===== src/rtl/line_bank_sched_pkg.sv =====
// Shared constants and types for the GBA line-bank ring scheduler.
package line_bank_sched_pkg;
  localparam int LINE_PXLS   = 240;
  localparam int FRAME_LINES = 160;
  localparam int ADDR_W      = 8;

  typedef logic [1:0] bank_t;
  typedef enum logic [1:0] {IDLE, FILL, RUN} state_t;
endpackage


===== src/rtl/line_bank_sched_writer.sv =====
// Capture-side writer: pixel address and bank counters, line completion strobe,
// and the stall that holds off writing while the next bank is still the prev tap.
module line_bank_writer #(
  parameter int LINE_PXLS   = 240,
  parameter int FRAME_LINES = 160,
  parameter int ADDR_W      = 8
) (
  input  logic              clk,
  input  logic              rst_n,
  input  logic              pxl_valid,
  input  logic              run,
  input  logic              frame_rst,
  input  logic              bank_clr,
  input  logic [1:0]        rd_prev,
  output logic              wr_en,
  output logic [1:0]        wr_bank,
  output logic [ADDR_W-1:0] wr_addr,
  output logic              done,
  output logic [1:0]        done_bank,
  output logic [7:0]        wr_line,
  output logic              drop
);
  import line_bank_sched_pkg::*;

  logic [ADDR_W-1:0] addr_q;
  bank_t             bank_q;
  logic [7:0]        line_q;
  logic              blocked, stall, accept;

  // A blocked writer stays parked at addr 0 until the reader moves prev off its bank.
  assign stall     = blocked & run & (bank_q == rd_prev);
  assign accept    = pxl_valid & ~stall;
  assign drop      = pxl_valid & stall;
  assign done      = accept & (addr_q == ADDR_W'(LINE_PXLS - 1));
  assign done_bank = bank_q;
  assign wr_line   = line_q;

  always_ff @(posedge clk or negedge rst_n) begin
    if (!rst_n) begin
      wr_en   <= 1'b0;
      wr_bank <= '0;
      wr_addr <= '0;
      addr_q  <= '0;
      bank_q  <= '0;
      line_q  <= '0;
      blocked <= 1'b0;
    end else begin
      wr_en   <= accept;
      wr_bank <= bank_q;
      wr_addr <= addr_q;
      if (blocked && !stall) blocked <= 1'b0;
      if (accept) addr_q <= done ? '0 : addr_q + ADDR_W'(1);
      if (done) begin
        bank_q <= bank_q + 2'd1;
        if (line_q != 8'(FRAME_LINES - 1)) line_q <= line_q + 8'd1;
        if (run && ((bank_q + 2'd1) == rd_prev)) blocked <= 1'b1;
      end
      // Frame restart wins over a same-cycle completion for addr/line.
      if (frame_rst) begin
        addr_q <= '0;
        line_q <= '0;
      end
      if (bank_clr) begin
        bank_q  <= '0;
        blocked <= 1'b0;
      end
    end
  end
endmodule


===== src/rtl/line_bank_sched.sv =====
// 4-bank GBA line ring sequencer: capture writes one bank while the HDMI path
// reads prev/cur/next taps from the other three.
module line_bank_sched #(
  parameter int LINE_PXLS   = line_bank_sched_pkg::LINE_PXLS,
  parameter int FRAME_LINES = line_bank_sched_pkg::FRAME_LINES,
  parameter int ADDR_W      = line_bank_sched_pkg::ADDR_W
) (
  input  logic              pxlClk,
  input  logic              rstN,
  input  logic              gbaPxlValid,
  input  logic              gbaNewFrame,
  input  logic              nextLine,
  output logic              wrEn,
  output logic [1:0]        wrBank,
  output logic [ADDR_W-1:0] wrAddr,
  output logic [1:0]        rdBankPrev,
  output logic [1:0]        rdBankCur,
  output logic [1:0]        rdBankNext,
  output logic [7:0]        rdLine,
  output logic              sameLine,
  output logic              frameStart,
  output logic              overflow,
  output logic              underrun
);
  import line_bank_sched_pkg::*;

  localparam logic [7:0] LAST = 8'(FRAME_LINES - 1);

  state_t     state, state_n;
  bank_t      cur, cur_n, prv, prv_n, nxt, nxt_n;
  logic [7:0] rd_line, line_n;
  logic [1:0] ready, ready_n;
  logic       nf_d, nf, adv, resync, fire, fs_pend;
  logic       done, drop;
  logic [1:0] done_bank;
  logic [7:0] wr_line;

  assign nf     = gbaNewFrame & ~nf_d;
  assign resync = (state == RUN) & nf & (rd_line != LAST);
  assign adv    = (state == RUN) & nextLine & (ready != 2'd0) & ~resync;

  line_bank_writer #(
    .LINE_PXLS  (LINE_PXLS),
    .FRAME_LINES(FRAME_LINES),
    .ADDR_W     (ADDR_W)
  ) u_writer (
    .clk      (pxlClk),
    .rst_n    (rstN),
    .pxl_valid(gbaPxlValid & (state != IDLE)),
    .run      (state == RUN),
    .frame_rst(nf),
    .bank_clr (nf & (state == IDLE)),
    .rd_prev  (prv),
    .wr_en    (wrEn),
    .wr_bank  (wrBank),
    .wr_addr  (wrAddr),
    .done     (done),
    .done_bank(done_bank),
    .wr_line  (wr_line),
    .drop     (drop)
  );

  always_comb begin
    state_n = state;
    cur_n   = cur;
    prv_n   = prv;
    line_n  = rd_line;
    ready_n = ready;
    fire    = 1'b0;
    unique case (state)
      IDLE: if (nf) begin
        state_n = FILL;
        ready_n = '0;
      end
      FILL: begin
        if (nf) ready_n = '0;
        else if (done && wr_line == 8'd1) begin
          state_n = RUN;
          cur_n   = done_bank - 2'd1;
          prv_n   = cur_n;
          line_n  = '0;
          ready_n = 2'd1;
          fire    = 1'b1;
        end
      end
      RUN: begin
        ready_n = ready + 2'(done) - 2'(adv);
        if (resync) begin
          state_n = FILL;
          ready_n = '0;
        end else if (adv) begin
          cur_n = cur + 2'd1;
          prv_n = cur;
          if (rd_line == LAST) begin
            // Onto line 0 of the next frame: top-edge replicate.
            line_n = '0;
            prv_n  = cur_n;
            fire   = 1'b1;
          end else begin
            line_n = rd_line + 8'd1;
          end
        end
      end
      default: state_n = IDLE;
    endcase
    // next tap points at cur's successor only when it is complete and not past the bottom.
    nxt_n = ((ready_n != 2'd0) && (line_n != LAST)) ? cur_n + 2'd1 : cur_n;
    if (state_n != RUN) nxt_n = nxt;
  end

  always_ff @(posedge pxlClk or negedge rstN) begin
    if (!rstN) begin
      state      <= IDLE;
      cur        <= '0;
      prv        <= '0;
      nxt        <= '0;
      rd_line    <= '0;
      ready      <= '0;
      sameLine   <= 1'b1;
      fs_pend    <= 1'b0;
      frameStart <= 1'b0;
      overflow   <= 1'b0;
      underrun   <= 1'b0;
      nf_d       <= 1'b0;
    end else begin
      state      <= state_n;
      cur        <= cur_n;
      prv        <= prv_n;
      nxt        <= nxt_n;
      rd_line    <= line_n;
      ready      <= ready_n;
      sameLine   <= (state_n != RUN) | (ready_n == 2'd0);
      fs_pend    <= fire;
      frameStart <= fs_pend;
      overflow   <= overflow | drop;
      underrun   <= underrun | (nextLine & sameLine);
      nf_d       <= gbaNewFrame;
    end
  end

  assign rdBankPrev = prv;
  assign rdBankCur  = cur;
  assign rdBankNext = nxt;
  assign rdLine     = rd_line;
endmodule


===== config.mk =====
export PLATFORM = sky130hd
export DESIGN_NAME = line_bank_sched
export DESIGN_NICKNAME = d
export VERILOG_FILES = /design/src/rtl/line_bank_sched_pkg.sv /design/src/rtl/line_bank_sched_writer.sv /design/src/rtl/line_bank_sched.sv
export SDC_FILE = /design/constraint.sdc
export NUM_CORES = 1
export LEC_CHECK = 0
export CAP_MARGIN = 15
export CELL_PAD_IN_SITES_DETAIL_PLACEMENT = 1
export CELL_PAD_IN_SITES_GLOBAL_PLACEMENT = 2
export CORE_MARGIN = 1.5
export CORE_UTILIZATION = 33
export CTS_BUF_LIST = sky130_fd_sc_hd__clkbuf_4
export CTS_CLUSTER_SIZE = 14
export DETAILED_ROUTE_END_ITERATION = 7
export PLACE_DENSITY_LB_ADDON = 0.1
export RECOVER_POWER = 50
export SYNTH_ARGS = -nofsm -noshare
export SYNTH_HDL_FRONTEND = slang
export SYNTH_SLANG_ARGS = --single-unit

===== constraint.sdc =====
create_clock -name pxlClk -period 3.1 [get_ports pxlClk]
set_clock_uncertainty 0.2 [all_clocks]
set_input_delay 0.31 -clock pxlClk [delete_from_list [all_inputs] [get_ports pxlClk]]
set_output_delay 0.31 -clock pxlClk [all_outputs]
set_load 0.005 [all_outputs]

## Word level (Yosys, flattened, before mapping)

Cells that the tools add are included.
Widths: inputs -> output; s select.

| word-level totals | value |
|---|---|
| bits in registers | 54 |
| latch bits | 0 |
| RAM bits | 0 |
| ROM bits | 0 |
| memories | 0 |

| operators by class | value |
|---|---|
| add/subtract/negate cells | 9 |
| multiply operators | 0 |
| divide/modulo/power cells | 0 |
| order comparisons | 0 |
| equality and inequality tests | 15 |
| shifts and indexed selects | 0 |
| muxes and demuxes | 46 |
| bitwise operators | 20 |
| reductions and logical operators | 17 |

Operator list:

| kind | count |
|---|---|
| $mux 8 | 11 |
| $mux 2 | 20 |
| $add 8x1->8 const B | 3 |
| $ne 8x8->1 const B | 3 |
| $eq 8x8->1 const B | 2 |
| $pmux 8 s2 | 1 |
| $reduce_bool 2->1 | 8 |
| $and 1x1->1 | 14 |
| $pmux 2 s3 | 2 |
| $ne 2x2->1 const B | 5 |
| $mux 1 | 9 |
| $eq 8x1->1 const B | 1 |
| $pmux 2 s2 | 2 |
| $add 2x1->2 const B | 3 |
| $reduce_and 5->1 | 1 |
| $eq 2x2->1 | 2 |
| $logic_and 1x1->1 | 4 |
| $logic_not 2->1 | 2 |
| $not 1->1 | 3 |
| $or 1x1->1 | 3 |
| $add 2x1->2 | 1 |
| $eq 2x1->1 const B | 1 |
| $eq 2x2->1 const B | 1 |
| $pmux 1 s2 | 1 |
| other kinds (4) | 4 |

## Longest topological paths before layout

Gate-level depths: netlist of the first run.

| logic depth | value |
|---|---|
| word-level depth | 13 |
| gate-level depth with buffers | 17 |

## Cells and area by module

A second synthesis of the first run with hierarchy kept.

| second synthesis, totals | value |
|---|---|
| cells, all modules | 330 |
| area, all modules | 3072.9 um2 |

Modules (own cells, without submodules):

| module | instances | cells each | area an instance (um2) | seq. area each (um2) |
|---|---|---|---|---|
| line_bank_sched | 1 | 189 | 1629.1 | 601.8 |
| line_bank_writer | 1 | 141 | 1443.9 | 750.7 |

## Worst setup path before layout of the first run

OpenSTA, ideal clock, no wires.

| timing path | value |
|---|---|
| path kind | reg-to-reg |
| start point | register state[0] |
| end point | register nxt[1] (netlist: rdBankNext[1]) |
| arrival time | 3105 ps |
| data required time | 2824 ps |
| setup slack | -281 ps |
| cell stages (with the launch flop) | 18 |
| clock period less this slack | 3381 ps |
| path through | dfrtp_1 -> inv_1 -> ha_1 -> nand2_1 -> o31ai_4 -> nor2_4 -> inv_1 -> ha_1 -> inv_1 -> ha_1 -> xnor2_1 -> or3_1 -> a221oi_1 -> a31oi_1 -> a2bb2oi_1 -> o21ai_1 -> xor2_1 -> o21ai_1 |

| on the way | value |
|---|---|
| longest elaborated chain between the ends | 13 |
| elaborated cells between the ends (all ways) | 44 |
| those cells by class | add/sub: 3; eq/ne: 4; mux: 20; bitwise: 12; reduce/logical: 5 |

Ends and longest elaborated chain:

| item | line | source |
|---|---|---|
| from (decl) | line_bank_sched.sv:29 | `state_t state, state_n;` |
| from (signal assigned) | line_bank_sched.sv:126 | `state <= state_n;` |
| $eq 2x2->1 | -- |  |
| $and 1x1->1 (2 in a row) | line_bank_sched_writer.sv:31 | `assign stall = blocked & run & (bank_q == rd_prev);` |
| $not 1->1 | line_bank_sched_writer.sv:32 | `assign accept = pxl_valid & ~stall;` |
| $and 1x1->1 | line_bank_sched_writer.sv:32 |  |
| $and 1x1->1 | line_bank_sched_writer.sv:34 | `assign done = accept & (addr_q == ADDR_W'(LINE_PXLS - 1));` |
| $add 2x1->2 or $logic_and 1x1->1 (tied branches) | line_bank_sched.sv:87, line_bank_sched.sv:77 |  |
| $sub 2x1->2 (tied with other cells) | line_bank_sched.sv:87 | `ready_n = ready + 2'(done) - 2'(adv);` |
| $mux 2 (tied with other cells) | line_bank_sched.sv:88 | `if (resync) begin` |
| $pmux 2 s3 or $pmux 8 s2 (tied branches) | line_bank_sched.sv:70 | `unique case (state)` |
| $reduce_bool 2->1 or $ne 8x8->1 (tied branches) | line_bank_sched.sv:107 | `nxt_n = ((ready_n != 2'd0) && (line_n != LAST)) ? cur_n + 2'd1 : cur_n;` |
| $logic_and 1x1->1 | line_bank_sched.sv:107 |  |
| $mux 2 | line_bank_sched.sv:107 |  |
| to (signal assigned) | line_bank_sched.sv:129 | `nxt <= nxt_n;` |
| to (decl) | line_bank_sched.sv:30 | `bank_t cur, cur_n, prv, prv_n, nxt, nxt_n;` |

Parallel ways exist; a longest one is shown, timed or not.
A chain may end at the register's enable or synchronous reset.

## Worst setup path in the final report of the first run

| timing path | value |
|---|---|
| start point | register rd_line[0] (netlist: rdLine[0]) |
| end point | register nxt[1] (netlist: rdBankNext[1]) |

| on the way | value |
|---|---|
| longest elaborated chain between the ends | 10 |
| elaborated cells between the ends (all ways) | 26 |
| those cells by class | add/sub: 3; eq/ne: 4; mux: 14; bitwise: 3; reduce/logical: 2 |

Ends and longest elaborated chain:

| item | line | source |
|---|---|---|
| from (decl) | line_bank_sched.sv:31 | `logic [7:0] rd_line, line_n;` |
| from (signal assigned) | line_bank_sched.sv:130 | `rd_line <= line_n;` |
| branches (longest 10 deep; another with $add 8x1->8) | -- |  |

Several ways; the timed one is not identified.

==> results, run 1 <==
- 34 I/O pins were placed.
- The static power due to leakage is 1.71 nW.
- The worst-case vdd ir drop is 0.161 mV.
- The CTS sink count is 54.
- The worst setup path is launched from a flip-flop.
- Setup repair after global routing could not meet its margin everywhere.
- The multi-input combinational cell area is 0.00156 mm^2.
- Along the worst path, the maximum fanout reaches 3.
- The final reports fail on negative setup slack.
- Dividing the detail-routed via count by the number of cells gives 5.28.
- The count of buffers added on input and output ports is 33.
- The smallest clock period supported by the final layout is computed as 3.19 ns.
- After technology mapping, the gate count stands at 298.
- The number of global-route vias before repair was 2766.
- The number of pins exceeding their max-slew limit in the final report is 0.
- The maximum level of the CTS H-tree is 2.
- The number of inserted filler cells in the final layout is 956.
- The final global-route overflow total is 0.
- The final weighted congestion in routability-driven placement is 0.833.
- The initial utilization of the core area, before any placement, comes to 34.7%.
- The first routing iteration left 96 violations.
- The first global-routing pass estimated 14000 um of wire.
- The pin count of the biggest net entering global routing is 22.
- The total area inside the core boundary comes to 0.00834 mm^2.
- The flip-flop and latch count after synthesis is 54.
- In this run the power density over the cells is 344 mW/mm^2.
- The initial antenna violation count is 0.
- The root buffer cell is sky130_fd_sc_hd__clkbuf_4.
- In the synthesized netlist the dominant register cell turns out to be sky130_fd_sc_hd__dfrtp_1.
- After legalization and detailed placement, the total HPWL measured 6390 um.
- The layout net count is 391.
- In the layout the commonest cells are sky130_fd_sc_hd__dfrtp_1 (53), sky130_fd_sc_hd__buf_4 (36), sky130_fd_sc_hd__nand2_1 (35).
- The number of antenna repair diodes is 0.
- The total power is 1.32 mW.
- The headroom to the max-slew limit is 18.9%.
- Sequential elements use 46.7% of the synthesized area.
- The TritonCTS clock tree is built.
- The minimum setup slack after placement is -0.164 ns.
- Setup violations remaining at the end of the flow were counted as 2.
- The insertion delay to the later sink of the worst-skew pair is 0.39 ns.
- Each instance of the synthesized netlist takes up on average 9.72 um^2.
- The total via count in the routed design is 2540.
- The flow ran to the end, but the final reports show violations.
- Leaving out fill and tap cells, the most frequent cell in the layout is sky130_fd_sc_hd__dfrtp_1.
- The worst setup margin is -0.0943 ns.
- Measured along the y axis, the die boundary spans 96.7 um.
- The number of violations of the max-capacitance limit is 0.
- The area occupied by registers is 0.00135 mm^2.
- The slowest stage of the critical path is the sky130_fd_sc_hd__dfrtp_1 cell.
- The number of remaining DRC errors is 0.
- The count of antenna-violating nets left after detailed routing is 0.
- After detailed placement, the total cell area comes to 0.00372 mm^2.
- The pre-antenna-repair detailed-routing pass consisted of 4 iterations.
- The distinct cell type count after synthesis is 51.
- The signal on the critical path passes through ha_2 > and4bb_2 > a211oi_4 > nor2_2 > ha_4 > inv_2 > ha_4 > xnor2_2 > or3_1 > a221oi_2 > a31oi_2 > a2bb2oi_2 > o21ai_1 > xor2_1 > o21ai_1.
- The type of the setup path with the least slack is reg2reg.
- The width of the die is 96.7 um.
- Of all flip-flops after synthesis, the portion carrying an async set or reset was 100%.
- The number of standard-cell rows in the floorplan is 33.
- Dividing the detail-routed wire length by the instance count gives 17.3 um.
- Of the available clock period, the critical path in the final layout requires 103%.
- For the final routed database, the setup TNS stands at -0.158 ns.
- The fraction of final layout cells with drive strength greater than 1 is 19.1%.
- The total routed wirelength is 8300 um.
- The die covers 0.00935 mm^2.
- The delay of the slowest cell on the worst path is 0.42 ns.
- The overall global routing resource usage is 18.4%.
- From synthesis to final layout, the design area changed by 32.1%.
- The path class of the lowest-slack min-delay path is reg2reg.
- The maximum clock insertion buffer count is 2.
- The required time at the endpoint of the critical path is 3.23 ns.
- The clock slew at the register clock pins of the worst setup and hold paths is 0.17 ns.
- Counting every net in the synthesized netlist gives 314.
- Buffers inserted during clock tree synthesis total 5.
- The number of synthesis warnings is 0.
- The fmax is 313 MHz.
- The mapped netlist covers 0.00290 mm^2.
- The worst setup path is captured at a flip-flop.
- The number of hold violations in the final report came to 0.
- The transition time at the pin with the least slew margin is 1.22 ns.
- Counting flops with a built-in enable in the synthesized netlist gives 0.
- At the worst endpoint, the arrival time is 3.33 ns.
- After routing the design area is 0.00383 mm^2.
## worst paths after layout
path	start	cells past startpoint	to	slack, ns
max in group asynchronous	rstN	3	u_writer.addr_q[1]	0.64
hold reg to reg	fs_pend	0	frameStart	0.20
min in group asynchronous	rstN	2	u_writer.wr_addr[0]	0.41
setup reg to reg	rdLine[0]	15	rdBankNext[1]	-0.09
hold / removal	fs_pend	0	frameStart	0.20
setup / recovery	rdLine[0]	15	rdBankNext[1]	-0.09
## worst max-delay path: cells and delay by family (launching register included)
| kind | cells | cell delay [ns] |
|---|---|---|
| buffers and inverters | 1 | 0.04 |
| DFF | 1 | 0.42 |
| and+or+nand+nor | 3 | 0.67 |
| AOI/OAI and AO/OA | 6 | 0.89 |
| xor gates and xnor gates | 2 | 0.26 |
| adders and majority gates | 3 | 0.62 |
## kinds of logic after synthesis
kind of cell | after synthesis | share of synthesized area [%]
flops | 54 | 46.7
simple gates | 116 | 20.7
compound gates | 68 | 16.9
xor+xnor | 21 | 6.87
mux | 2 | 0.691
buf+inv | 26 | 3.41
fa+ha+maj | 11 | 4.75
## metrics by stage
step                instances  hold WS [ns]  util [%]
floorplan                 298        -0.186         -
global placement          470        0.0855      44.6
detailed placement        470        0.0846      44.6
CTS                       481         0.181      45.9
global route              481         0.197      45.9
finish                    481         0.195      45.9
## sequential cells by signal, indices dropped and copies added, names as in the netlist, 8 cells and up
| register | flops |
|---|---|
| rdLine | 8 |
| u_writer.addr_q | 8 |
| u_writer.wr_addr | 8 |
| u_writer.wr_line | 8 |
## what timing repair did
| action | 4_1_cts | 5_1_grt |
|---|---|---|
| resized for setup | 0 | 4 |
| setup buffers | 2 | 0 |
| hold buffers | 1 | 0 |
| hold endpoints to repair | 19 | 0 |
| endpoints found under the setup margin | 2 | 2 |
| gates cloned | 0 | 0 |
| pin swaps | 1 | 1 |
## power by group
part	internal [mW]	switching (mW)	total (mW)
registers	0.739	0.0207	0.760
logic	0.0647	0.0790	0.144
clock network	0.169	0.245	0.415
## layer usage
layer / global-route usage (%) / routed length, um / vias to the layer above
met4: 3.79 / 91 / 0
li1: - / - / 1218
met1: 25.4 / 4070 / 1277
met2: 31.3 / 3990 / 38
met5: 0 / 0 / -
met3: 2.17 / 158 / 7
## layout make-up
type                            instances  share of cell area [%]
Multi-Input combinational cell        218                    40.7
Sequential cell                        54                    35.3
Timing Repair Buffer                   77                    16.5
Tap cell                              105                    3.43
Inverter                               19                    1.86
Clock inverter                          3                    1.18
Clock buffer                            5                   0.981
## synth_stat cells (2+ instances only)
master                     number  area share, %
sky130_fd_sc_hd__nand2_1       36            4.7
sky130_fd_sc_hd__nor2_1        26            3.4
sky130_fd_sc_hd__nor2b_1        3           0.65
sky130_fd_sc_hd__nand2b_1       3           0.65
sky130_fd_sc_hd__xnor2_1        6            1.8
sky130_fd_sc_hd__a311o_1        2           0.69
sky130_fd_sc_hd__nand4b_1       3           0.91
sky130_fd_sc_hd__nand4_1        9            1.9
sky130_fd_sc_hd__o21ai_1        4           0.69
sky130_fd_sc_hd__nor3_1         4           0.69
sky130_fd_sc_hd__xor2_1        13            3.9
sky130_fd_sc_hd__dfrtp_1       53             46
sky130_fd_sc_hd__and2_1         4           0.86
sky130_fd_sc_hd__or3_1          3           0.65
sky130_fd_sc_hd__a21o_1         3           0.78
sky130_fd_sc_hd__o211ai_1      12            3.1
sky130_fd_sc_hd__mux2i_1        2           0.69
sky130_fd_sc_hd__ha_1          11            4.8
sky130_fd_sc_hd__and3_1         2           0.43
sky130_fd_sc_hd__nor4_1         4           0.86
sky130_fd_sc_hd__a221oi_1       2           0.60
sky130_fd_sc_hd__xor2_2         2            1.1
sky130_fd_sc_hd__a31oi_1        8            1.7
sky130_fd_sc_hd__o21ai_0       11            1.9
sky130_fd_sc_hd__a21oi_1       14            2.4
sky130_fd_sc_hd__inv_1         19            2.5
sky130_fd_sc_hd__nand3_1       10            1.7
sky130_fd_sc_hd__clkbuf_1       6           0.78
No activity file was read; power rests on OpenSTA's default activity.
==> inputs of run 2 (changes only) <==
SYNTH_HIERARCHICAL = 1   (was default)
==> results, run 2 <==
- The flow ran to the end, but the final reports show violations.
- The checks that failed: negative setup slack.
- The combinational family with the most area after synthesis is simple AND/OR/NAND/NOR gates.
- The number of pins exceeding their max-slew limit in the final report is 0.
- The kind of start point of the critical path is a flip-flop.
- The tool flagged a number of max-cap violations equal to 0.
- The number of instances in the synthesized netlist is 330.
- The wire-length estimate of the detail-placed layout is 7110 um.
- In the post-route analysis, the smallest setup slack over all paths is -0.185 ns.
- The first-pass GRT wire length is 15900 um.
- The mean instance size in the synthesized netlist is 9.31 um^2.
- The maximum fanout along the worst path is 5.
- The most frequent standard cell in the layout excluding fill and tap cells is sky130_fd_sc_hd__buf_4.
- The netlist uses 63 different library cells.
- The number of nets handed over by synthesis was 343.
- The synthesized area is 0.00307 mm^2.
- The net count of the finished layout is 465.
- At the pin with the least slew margin, the transition time is 1.40 ns.
- Across all hold checks on the routed design, the worst slack comes to 0.176 ns.
- Setup repair after global routing could not meet its margin everywhere.
- After global routing the overflow that remains totals 0.
- The critical path launch point is u_writer/addr_q[1].
- The multi-input combinational cell area is 0.00175 mm^2.
- The worst setup slack for register-to-register paths is -0.19 ns.
- The number of antenna repair diodes is 0.
- The total routed wirelength is 9660 um.
- The placed standard-cell area is 0.00414 mm^2.
- The number of hold violations in the final report is 0.
- For this design, the sink count on the clock tree is 54.
- Once layout is done, the placed cells without fillers occupy 0.00436 mm^2.
- By count the netlist is led by sky130_fd_sc_hd__dfrtp_1 (53), sky130_fd_sc_hd__nand2_1 (28), sky130_fd_sc_hd__nor2_1 (27), sky130_fd_sc_hd__inv_1 (21), sky130_fd_sc_hd__o21ai_0 (19).
- Of all flip-flops after synthesis, the portion carrying an async set or reset was 100%.
- The number of remaining DRC errors is 0.
- In this run the biggest area consumer among cell types represents 43.2% of the synthesized area.
- The total internal power is 1.16 mW.
- By startpoint and endpoint, the worst setup path is classified as reg2reg.
- Summed over all nets, the switching power comes to 554 uW.
- The nature of the critical path endpoint is a flip-flop.
- Of all cell types, the one taking the most synthesized area is sky130_fd_sc_hd__dfrtp_1.
- The effective utilization at floorplan is 33.6%.
- In the final layout, flip-flops and latches occupy 0.00135 mm^2.
- For the worst setup path, the data arrival time is 3.40 ns.
- The first TritonRoute pass finished after 4 iterations.
- The filler cells instantiated in the layout total 1057.
- The path class of the lowest-slack min-delay path is reg2reg.
- The TritonCTS clock tree is built.
- Measured along the x axis, the die boundary spans 99.5 um.
- The headroom to the max-slew limit is 6.66%.
- Of the available clock period, the critical path in the final layout requires 106%.
- The DRC violation total after the first TritonRoute iteration is 78.
- The Yosys step of the flow raised 6 warnings.
- The worst-case IR drop observed on VDD is 0.154 mV.
- In the layout the commonest cells are sky130_fd_sc_hd__buf_4 (77), sky130_fd_sc_hd__dfrtp_1 (53), sky130_fd_sc_hd__clkdlybuf4s50_1 (30).
- Setup total negative slack on the finished layout was measured at -0.338 ns.
- Among all flip-flop cells after synthesis, the most frequent one is sky130_fd_sc_hd__dfrtp_1.
- The number of standard-cell rows in the floorplan is 35.
- In this run, the clock network consumes 18.2% of the power.
- The count of nets left with antenna violations once routing finished came out at 0.
- Across all layers, the routed design uses 3027 vias.
- The maximum level of the CTS H-tree is 2.
- The sequential power share is 45.6%.
- For this design the static power due to leakage is 1.96 nW.
- At the end of routability-driven placement, the weighted congestion stood at 0.789.
- Entering global routing, the biggest net connects 55 pins.
- The number of global-route vias before repair is 3176.
- The dominant cell by count in the synthesized netlist is sky130_fd_sc_hd__dfrtp_1.
- Yosys mapped a number of flops with a built-in enable equal to 0.
- Of the total power, the share spent switching nets is 32.2%.
- The routed via count divided by cell count is 5.38.
- Counting the buffers created by CTS gives 5.
- The area growth from synthesis to layout is 41.9%.
- The fraction of the mapped netlist area in compound gates is 19.1%.
- The floorplan step defined a die boundary enclosing 0.00990 mm^2.
- The start of the worst register-to-register path is u_writer/addr_q[1].
- The fraction of final layout cells with drive strength greater than 1 is 29.2%.
- Summing the areas of all xor and xnor instances in the mapped netlist gives 2.57% of the synthesized area.
- The flip-flop and latch count after synthesis is 54.
- The portion of synthesized area spent on multiplexers is 2.04%.
- The initial antenna violation count came to 0.
- After Yosys synthesis, full adders, half adders and majority gates account for 3.26% of the synthesized area.
- After clock tree synthesis, the clock-pin slew on the worst setup and hold paths is 0.16 ns.
- Sequential elements use 44.0% of the synthesized area.
- Pin placement for this block handled 34 I/O pins.
- The cell sitting at the root of the clock tree is a sky130_fd_sc_hd__clkbuf_4.
- The count of endpoints failing setup in the final report is 2.
- The required time at the endpoint of the critical path is 3.21 ns.
- Based on the critical path, the design can be clocked at up to 304 MHz.
- The die is 99.5 um tall.
- The simple-gate portion of the synthesized area is 25.2%.
- In the global route stage, overall resource usage came out at 20.4%.
- At the later pin of the worst-skew pair, clock insertion delay measures 0.37 ns.
- In this run the most critical hold path is launched from fs_pend.
- The routed length per placed instance is 17.2 um.
- The total power is 1.72 mW.
- The count of buffers from port buffering is 33.
- Power spread over the standard cell area amounts to 394 mW/mm^2.
- The floorplan core area is 0.00915 mm^2.
- After synthesis, the cell types taking the most area are sky130_fd_sc_hd__dfrtp_1 (43%), sky130_fd_sc_hd__nand2_1 (3.4%), sky130_fd_sc_hd__nor2_1 (3.3%), sky130_fd_sc_hd__ha_1 (3.3%), sky130_fd_sc_hd__o21ai_0 (3.1%).
- No sink is reached through more buffers than the 2 on the longest clock path.
- Combinational logic burns 36.2% of the power.
- The smallest clock period supported by the final layout is computed as 3.29 ns.
## run 2: layout make-up
type,count,area share (%)
multi-input cells,245,40.2
repair buffers,124,22.5
clock buffers,6,1.03
clock inverters,1,0.172
inverters,22,1.89
flip-flops and latches,54,31.0
well taps,111,3.19
## run 2: cells by family after synthesis
| family | count (synthesis) |
|---|---|
| adders and majority gates | 8 |
| and+or+nand+nor | 137 |
| DFF | 54 |
| muxes | 6 |
| xor gates and xnor gates | 9 |
| AOI/OAI and AO/OA | 85 |
| buffers and inverters | 31 |
## run 2: path summary, 6_finish.rpt
kind	to	depth (start not counted)
max	rdBankNext[0]	14
min	frameStart	0
min reg2reg	frameStart	0
max in group asynchronous	rdLine[3]	3
min in group asynchronous	u_writer/wr_en	3
max reg2reg	rdBankNext[0]	14
## run 2: through the flow
stage	cells	utilization, %	setup slack (ns)
final	563	47.6	-0.185
after global routing	563	47.6	-0.370
after global placement	540	45.3	-0.492
after detailed placement	540	45.3	-0.530
after CTS	559	47.4	-0.270
after floorplan	330	-	-0.315
## run 2: per-layer routing
layer / wire (um) / vias up / global-route usage [%] / part of all wire (%)
met4: 234 / 0 / 6.72 / 2.4
met3: 193 / 18 / 2.32 / 2.0
met1: 4160 / 1503 / 24.2 / 43
met5: 0 / - / 0 / 0
li1: - / 1460 / - / -
met2: 5070 / 46 / 38.1 / 52
## run 2: critical path, cell delays in order, from the launching register on
cell	delay [ns]
sky130_fd_sc_hd__dfrtp_1	0.39
sky130_fd_sc_hd__ha_2	0.19
sky130_fd_sc_hd__and3_4	0.21
sky130_fd_sc_hd__nand3_4	0.09
sky130_fd_sc_hd__nor2_4	0.10
sky130_fd_sc_hd__or4b_4	0.49
sky130_fd_sc_hd__o41ai_4	0.20
sky130_fd_sc_hd__buf_4	0.19
sky130_fd_sc_hd__nand2_2	0.06
sky130_fd_sc_hd__a22o_1	0.25
sky130_fd_sc_hd__nor4_4	0.25
sky130_fd_sc_hd__a41oi_2	0.19
sky130_fd_sc_hd__buf_4	0.18
sky130_fd_sc_hd__xnor2_2	0.12
sky130_fd_sc_hd__a21oi_1	0.12
## run 2: timing repair
action                                  CTS  global route
setup buffers                            11             4
endpoints found under the setup margin    2             3
pin swaps                                 9             9
endpoints found under the hold margin    53             0
hold buffers                              1             0
gates resized for setup                  10             9
## run 2: power by group through the flow
stage | sequential [mW] | combinational [mW] | clock [mW]
floorplan | 0.811 | 0.273 | 0
global placement | 0.795 | 0.577 | 0
detailed placement | 0.798 | 0.584 | 0
CTS | 0.784 | 0.622 | 0.339
global route | 0.789 | 0.686 | 0.352
finish | 0.783 | 0.622 | 0.313
